File: src/rtl/fifo_uart_tx_pkg.sv
// Shared types and constants for the FIFO-draining UART transmitter.
// Latency: n/a (declarations only).
// Backpressure: n/a.
package fifo_uart_pkg;

  typedef enum logic [2:0] {
    IDLE   = 3'd0,
    START  = 3'd1,
    DATA   = 3'd2,
    PARITY = 3'd3,
    STOP   = 3'd4
  } state_t;

  // Level driven on the serial line whenever no frame is in flight.
  localparam logic TXD_IDLE = 1'b1;

  // Width of a 0..clkdiv-1 counter; never narrower than one bit.
  function automatic int div_width(input int clkdiv);
    return (clkdiv > 2) ? $clog2(clkdiv) : 1;
  endfunction

endpackage

File: src/rtl/fifo_uart_tx_if.sv
// FIFO read port plus serial/status outputs of the UART transmitter.
// Latency: n/a (wires only).
// Backpressure: the transmitter pops only while fifo_empty is low.
interface fifo_uart_tx_if #(
  parameter int WIDTH = 8
);
  logic [WIDTH-1:0] fifo_data;
  logic             fifo_empty;
  logic             fifo_pop;
  logic             txd;
  logic             busy;
  logic [15:0]      nframes;

  // master: the transmitter; slave: the FIFO / line side
  modport master (
    input  fifo_data, fifo_empty,
    output fifo_pop, txd, busy, nframes
  );
  modport slave (
    output fifo_data, fifo_empty,
    input  fifo_pop, txd, busy, nframes
  );
endinterface

File: src/rtl/fifo_uart_tx_baud_tick.sv
// Bit-period divider: counts 0..CLKDIV-1 and flags the last cycle of each period.
// Latency: tick is combinational from the counter register.
// Backpressure: none; restart forces the next cycle to be cycle 0 of a period.
module baud_tick
  import fifo_uart_pkg::*;
#(
  parameter int CLKDIV = 16
) (
  input  logic clk,
  input  logic reset,
  input  logic restart,
  output logic tick
);

  localparam int DW = div_width(CLKDIV);
  localparam logic [DW-1:0] LAST = DW'(CLKDIV - 1);

  logic [DW-1:0] div_q;
  logic [DW-1:0] div_d;

  // Wrap at the end of each period, or realign when a new word is taken
  always_comb begin
    div_d = div_q + 1'b1;
    if (restart || (div_q == LAST)) begin
      div_d = '0;
    end
  end

  // Divider register
  always_ff @(posedge clk or negedge reset) begin
    if (!reset) begin
      div_q <= '0;
    end else begin
      div_q <= div_d;
    end
  end

  assign tick = (div_q == LAST);

endmodule

File: src/rtl/fifo_uart_tx.sv
// Drains an FWFT FIFO and serialises each word as start + LSB-first data + stop bits; optional even parity under FIFO_UART_TX_PARITY_EN.
// Latency: pop in the cycle fifo_empty is seen low while idle, start bit on the line the next cycle.
// Backpressure: pops only when fifo_empty=0, at most once per frame; back-to-back frames pop on the last stop cycle.
module fifo_uart_tx
  import fifo_uart_pkg::*;
#(
  parameter int WIDTH    = 8,
  parameter int CLKDIV   = 16,
  parameter int STOPBITS = 1
) (
  input  logic           clk,
  input  logic           reset,
  fifo_uart_tx_if.master bus
);

  localparam int IW = $clog2(WIDTH + 1);

  state_t            state_q, state_d;
  logic [IW-1:0]     idx_q, idx_d;
  logic [WIDTH-1:0]  shift_q, shift_d;
  logic              stop_q, stop_d;
  logic [15:0]       nframes_q, nframes_d;
`ifdef FIFO_UART_TX_PARITY_EN
  logic              par_q, par_d;
`endif
  logic              tick;
  logic              last_stop;
  logic              pop;

  baud_tick #(.CLKDIV(CLKDIV)) u_baud (
    .clk     (clk),
    .reset   (reset),
    .restart (pop),
    .tick    (tick)
  );

  // A frame ends on the tick of its final stop-bit period; that cycle is also a pop opportunity
  assign last_stop = (state_q == STOP) && tick && (stop_q == 1'(STOPBITS - 1));
  assign pop       = reset && ((state_q == IDLE) || last_stop) && !bus.fifo_empty;

  // FSM state register
  always_ff @(posedge clk or negedge reset) begin
    if (!reset) begin
      state_q <= IDLE;
    end else begin
      state_q <= state_d;
    end
  end

  // FSM next state
  always_comb begin
    state_d = state_q;
    case (state_q)
      IDLE:  if (pop) state_d = START;
      START: if (tick) state_d = DATA;
      DATA: begin
        if (tick && (idx_q == IW'(WIDTH - 1))) begin
`ifdef FIFO_UART_TX_PARITY_EN
          state_d = PARITY;
`else
          state_d = STOP;
`endif
        end
      end
`ifdef FIFO_UART_TX_PARITY_EN
      PARITY: if (tick) state_d = STOP;
`endif
      STOP:  if (last_stop) state_d = pop ? START : IDLE;
      default: state_d = IDLE;
    endcase
  end

  // FSM outputs: line level and status
  always_comb begin
    bus.txd = TXD_IDLE;
    case (state_q)
      START: bus.txd = 1'b0;
      DATA:  bus.txd = shift_q[0];
`ifdef FIFO_UART_TX_PARITY_EN
      PARITY: bus.txd = par_q;
`endif
      default: bus.txd = TXD_IDLE;
    endcase
  end

  assign bus.busy     = (state_q != IDLE);
  assign bus.fifo_pop = pop;
  assign bus.nframes  = nframes_q;

  // Datapath next state: word capture, shifting, bit/stop counting, frame count
  always_comb begin
    idx_d     = idx_q;
    shift_d   = shift_q;
    stop_d    = stop_q;
    nframes_d = nframes_q + 16'(last_stop);
`ifdef FIFO_UART_TX_PARITY_EN
    par_d     = par_q;
`endif
    if (pop) begin
      shift_d = bus.fifo_data;
`ifdef FIFO_UART_TX_PARITY_EN
      par_d   = ^bus.fifo_data;
`endif
    end
    case (state_q)
      START: if (tick) idx_d = '0;
      DATA: begin
        if (tick) begin
          shift_d = shift_q >> 1;
          idx_d   = idx_q + 1'b1;
        end
      end
      STOP: if (tick && !last_stop) stop_d = stop_q + 1'b1;
      default: ;
    endcase
    if ((state_d == STOP) && (state_q != STOP)) begin
      stop_d = 1'b0;
    end
  end

  // Datapath registers
  always_ff @(posedge clk or negedge reset) begin
    if (!reset) begin
      idx_q     <= '0;
      shift_q   <= '0;
      stop_q    <= 1'b0;
      nframes_q <= '0;
`ifdef FIFO_UART_TX_PARITY_EN
      par_q     <= 1'b0;
`endif
    end else begin
      idx_q     <= idx_d;
      shift_q   <= shift_d;
      stop_q    <= stop_d;
      nframes_q <= nframes_d;
`ifdef FIFO_UART_TX_PARITY_EN
      par_q     <= par_d;
`endif
    end
  end

endmodule

File: src/flat_wrapper.sv
// flat-port wrapper written by rule: the top's interface ports become plain ports
module fifo_uart_tx_flat import fifo_uart_pkg::*;
#(
  parameter int WIDTH    = 8,
  parameter int CLKDIV   = 16,
  parameter int STOPBITS = 1
)
  (clk, reset, bus_fifo_data, bus_fifo_empty, bus_fifo_pop, bus_txd, bus_busy, bus_nframes);
  fifo_uart_tx_if #(.WIDTH(WIDTH)) bus_i ();
  input  logic clk;
  input  logic reset;
  input wire logic [$bits(bus_i.fifo_data)-1:0] bus_fifo_data;
  input wire logic [$bits(bus_i.fifo_empty)-1:0] bus_fifo_empty;
  output wire logic [$bits(bus_i.fifo_pop)-1:0] bus_fifo_pop;
  output wire logic [$bits(bus_i.txd)-1:0] bus_txd;
  output wire logic [$bits(bus_i.busy)-1:0] bus_busy;
  output wire logic [$bits(bus_i.nframes)-1:0] bus_nframes;
  assign bus_i.fifo_data = bus_fifo_data;
  assign bus_i.fifo_empty = bus_fifo_empty;
  assign bus_fifo_pop = bus_i.fifo_pop;
  assign bus_txd = bus_i.txd;
  assign bus_busy = bus_i.busy;
  assign bus_nframes = bus_i.nframes;
  fifo_uart_tx #(.WIDTH(WIDTH), .CLKDIV(CLKDIV), .STOPBITS(STOPBITS)) u_core (.clk(clk), .reset(reset), .bus(bus_i));
endmodule
File: config.mk
export PLATFORM = sky130hd
export DESIGN_NAME = fifo_uart_tx_flat
export DESIGN_NICKNAME = d
export VERILOG_FILES = /design/src/rtl/fifo_uart_tx_pkg.sv /design/src/rtl/fifo_uart_tx_if.sv /design/src/rtl/fifo_uart_tx_baud_tick.sv /design/src/rtl/fifo_uart_tx.sv /design/src/flat_wrapper.sv
export SDC_FILE = /design/constraint.sdc
export NUM_CORES = 1
export LEC_CHECK = 0
export ABC_CLOCK_PERIOD_IN_PS = 2600
export CAP_MARGIN = 5
export CORE_ASPECT_RATIO = 1.4
export CORE_MARGIN = 4
export CORE_UTILIZATION = 33
export CTS_CLUSTER_DIAMETER = 50
export DETAILED_ROUTE_END_ITERATION = 10
export SLEW_MARGIN = 10
export SYNTH_ARGS = -nofsm -noshare
export SYNTH_HDL_FRONTEND = slang
export SYNTH_SLANG_ARGS = --single-unit
File: constraint.sdc
create_clock -name clk -period 2.6 [get_ports clk]
set_clock_uncertainty 0.2 [all_clocks]
set_input_delay 0.52 -clock clk [delete_from_list [all_inputs] [get_ports clk]]
set_output_delay 0.52 -clock clk [all_outputs]
set_load 0.01 [all_outputs]
==> impl_metrics.ini <==
[route]
drt-initial-drc-count = 32
dr.pass1.iters = 2
top_layer_used = met4
via_per_inst = 4.94
wl_met3_um = 176
num_vias = 1363
drc_errors = 0
drt-wirelength-per-cell_um = 12.0
drt-met1-wl_um = 1480
drt.antenna.violating_nets = 0
wl_met2_um = 1600
drt_wl_total_um = 3300

[power_and_ir_drop]
leakagePower_nw = 1.02
p_per_area_mw_per_mm2 = 703
ir_worst_vdd_mv = 0.386
finalPower_mw = 1.57

[synthesis]
yosysWarnings = 0
yosysTopAreaCellShare_pct = 52.4
ys_seq_area_share_pct = 52.4
synth_cells = 170
yosysUniqueCellTypes = 38
synth_largest_area_cell = dfrtp_1
syn_nets = 185
ys_ff_latch = 36
synthArstFlopShare_pct = 100
synth_area_leaders = dfrtp_1 52%, nand2_1 6.1%, xnor2_1 5.1%
synth_flop_cell = dfrtp_1
syn_area_mm2 = 0.00172
synth-edff-count = 0
syn_avg_cell_area_um2 = 10.1

[clock_tree]
clockRootBuffer = clkbuf_8
clockBufferDepth = 2
post_cts_buffers = 0
htree_levels = 2
cts_tree = done
cts_sinks = 36
clkTransAtPathRegs_ns = 0.07
holdBufCountCts = 0
clk_latency_ns = 0.28
numCtsBuffers = 5

[setup_path]
path_class = in2out
r2r-end = u_core.bus.nframes[10]
reg2regPathDepth = 10
crit_required_ns = 1.88
crit_family = buffers and inverters
crit_cells = 5
rr_startpoint = u_core.u_baud.div_q[0]
cp-end-kind = primary output
critPathMaxFanout = 2
worst_setup_path_start_kind = primary input
cp_cell_sequence = clkdlybuf4s50_1 > or4b_4 > a21o_1 > clkinv_2 > buf_2
worst_path_max_delay_cell = or4b_4
cp.buffers_inverters = 3
worstPathArrival_ns = 1.77
slowest_delay_ns = 0.48
ff2ff_setup_slack_ns = 0.31

[timing]
finalHoldViolCount = 0
period_share_pct = 95.9
rsz0062_at_grt = true
worst_slew_pin_slew_ns = 0.477
setup_violations = 0
relSlewSlack_pct = 68.1
finalMaxSlewViolations = 0
max_freq_mhz = 401
min_period_ns = 2.49

[grt]
grt_overflow_total = 0
antenna_found_initial = 0
grt_use_total_pct = 11.0
grt_pass1_wl_um = 5740
grt_max_degree = 37
grt_pass1_vias = 1285

[die]
initial_utilization_pct = 34.7
die_w_um = 69
die-area_mm2 = 0.00644
chipHeight_um = 93.4
core_mm2 = 0.00495
rows = 30
num_io_pins = 30

[worst_hold_path]
min_to = u_core.bus.nframes[15]
hold_start = u_core.bus.nframes[15]
hold_path_depth = 1
hold_class = reg2reg

[placement]
io_buffers = 29
globalplace.congestion = 0.783
postPlaceCellArea_mm2 = 0.00213
dpl.cell_count = 269
dp_hpwl_um = 2490

[finish]
layout-drive-gt1-share_pct = 11.3
final_cell_mix = 36 x dfrtp_1, 28 x nand2_1, 26 x clkdlybuf4s50_1, 16 x nor2_1, 13 x buf_4
fin_area_mm2 = 0.00223
layout.nets = 227
area_growth_pct = 29.7
post-route-util_pct = 45.0
antenna_cells = 0
instances_no_fill = 276
final_common_cell = dfrtp_1
fillers = 510

[job]
drv_cap = 0

[run_status]
status = completed
-- where the power goes --
| part | switching [mW] | total (mW) | internal [mW] |
|---|---|---|---|
| Combinational | 0.198 | 0.399 | 0.201 |
| Clock | 0.187 | 0.422 | 0.236 |
| Sequential | 0.0782 | 0.746 | 0.668 |
| Total | 0.463 | 1.57 | 1.11 |
-- through the flow --
stage	TNS (ns)	setup WS [ns]	hold WS [ns]
after floorplan	0	0.330	0.0244
after global placement	-0.443	-0.443	0.260
after detailed placement	-0.431	-0.431	0.267
after CTS	0	0.00727	0.277
after global routing	-0.0255	-0.0255	0.307
final	0	0.106	0.274
-- worst max path at each step --
stage	start	endpoint	slack [ns]
floorplan	u_core.u_baud.div_q[0]	u_core.bus.nframes[10]	0.33
global placement	reset	bus_fifo_pop	-0.44
detailed placement	reset	bus_fifo_pop	-0.43
CTS	bus_fifo_empty	bus_fifo_pop	0.007
global route	u_core.u_baud.div_q[0]	u_core.bus.nframes[10]	-0.03
finish	bus_fifo_empty	bus_fifo_pop	0.11
-- worst reg2reg max path, delay by kind of cell (launching register included) --
kind          cells  cell delay, ns
xor+xnor          1            0.14
fa+ha+maj         3            0.61
buf+inv           1            0.13
flops             1            0.38
simple gates      5            0.76
-- metal layers --
| layer | GRT usage (%) | up-vias |
|---|---|---|
| li1 | - | 677 |
| met1 | 12.3 | 649 |
| met4 | 3.91 | 0 |
| met3 | 3.76 | 6 |
| met5 | 0 | - |
| met2 | 19.4 | 31 |
-- cells by family (layout without fill, tap and decap cells) --
| logic type | count (synthesis) | after routing | share of synthesized area, % |
|---|---|---|---|
| compound gates | 29 | 29 | 11.7 |
| xor+xnor | 15 | 15 | 7.64 |
| fa+ha+maj | 4 | 4 | 2.91 |
| buf+inv | 11 | 53 | 4.00 |
| flops | 36 | 36 | 52.4 |
| simple gates | 75 | 75 | 21.3 |
-- synth_stat cells, types with 3 or more instances --
master / n
a21o_1: 3
a22o_1: 3
a31oi_1: 9
and4_1: 3
clkbuf_1: 4
dfrtp_1: 36
ha_1: 4
inv_1: 3
nand2_1: 28
nand2b_1: 3
nand3_1: 10
nor2_1: 16
nor3_1: 3
o21ai_0: 5
xnor2_1: 10
xor2_1: 5
-- flip-flops by register name (all words and copies together), names as in the netlist --
| name | flops |
|---|---|
| u_core.state_q | 3 |
| u_core.bus.nframes | 16 |
| u_core.shift_q | 8 |
| u_core.u_baud.div_q | 4 |
| u_core.idx_q | 4 |
| u_core.stop_q | 1 |
-- repair_timing --
item,in CTS,in global routing
pin swaps,0,0
gates resized for setup,5,2
endpoints found under the setup margin,2,3
-- layout make-up --
cell class	instances	area (um2)	area share, %
multi-input cells	123	756	33.9
inverters	4	16.3	0.730
repair buffers	42	380	17.1
clock buffers	7	96.3	4.32
well taps	64	80.1	3.59
flip-flops and latches	36	901	40.4
(Power assumes the default switching activity.)
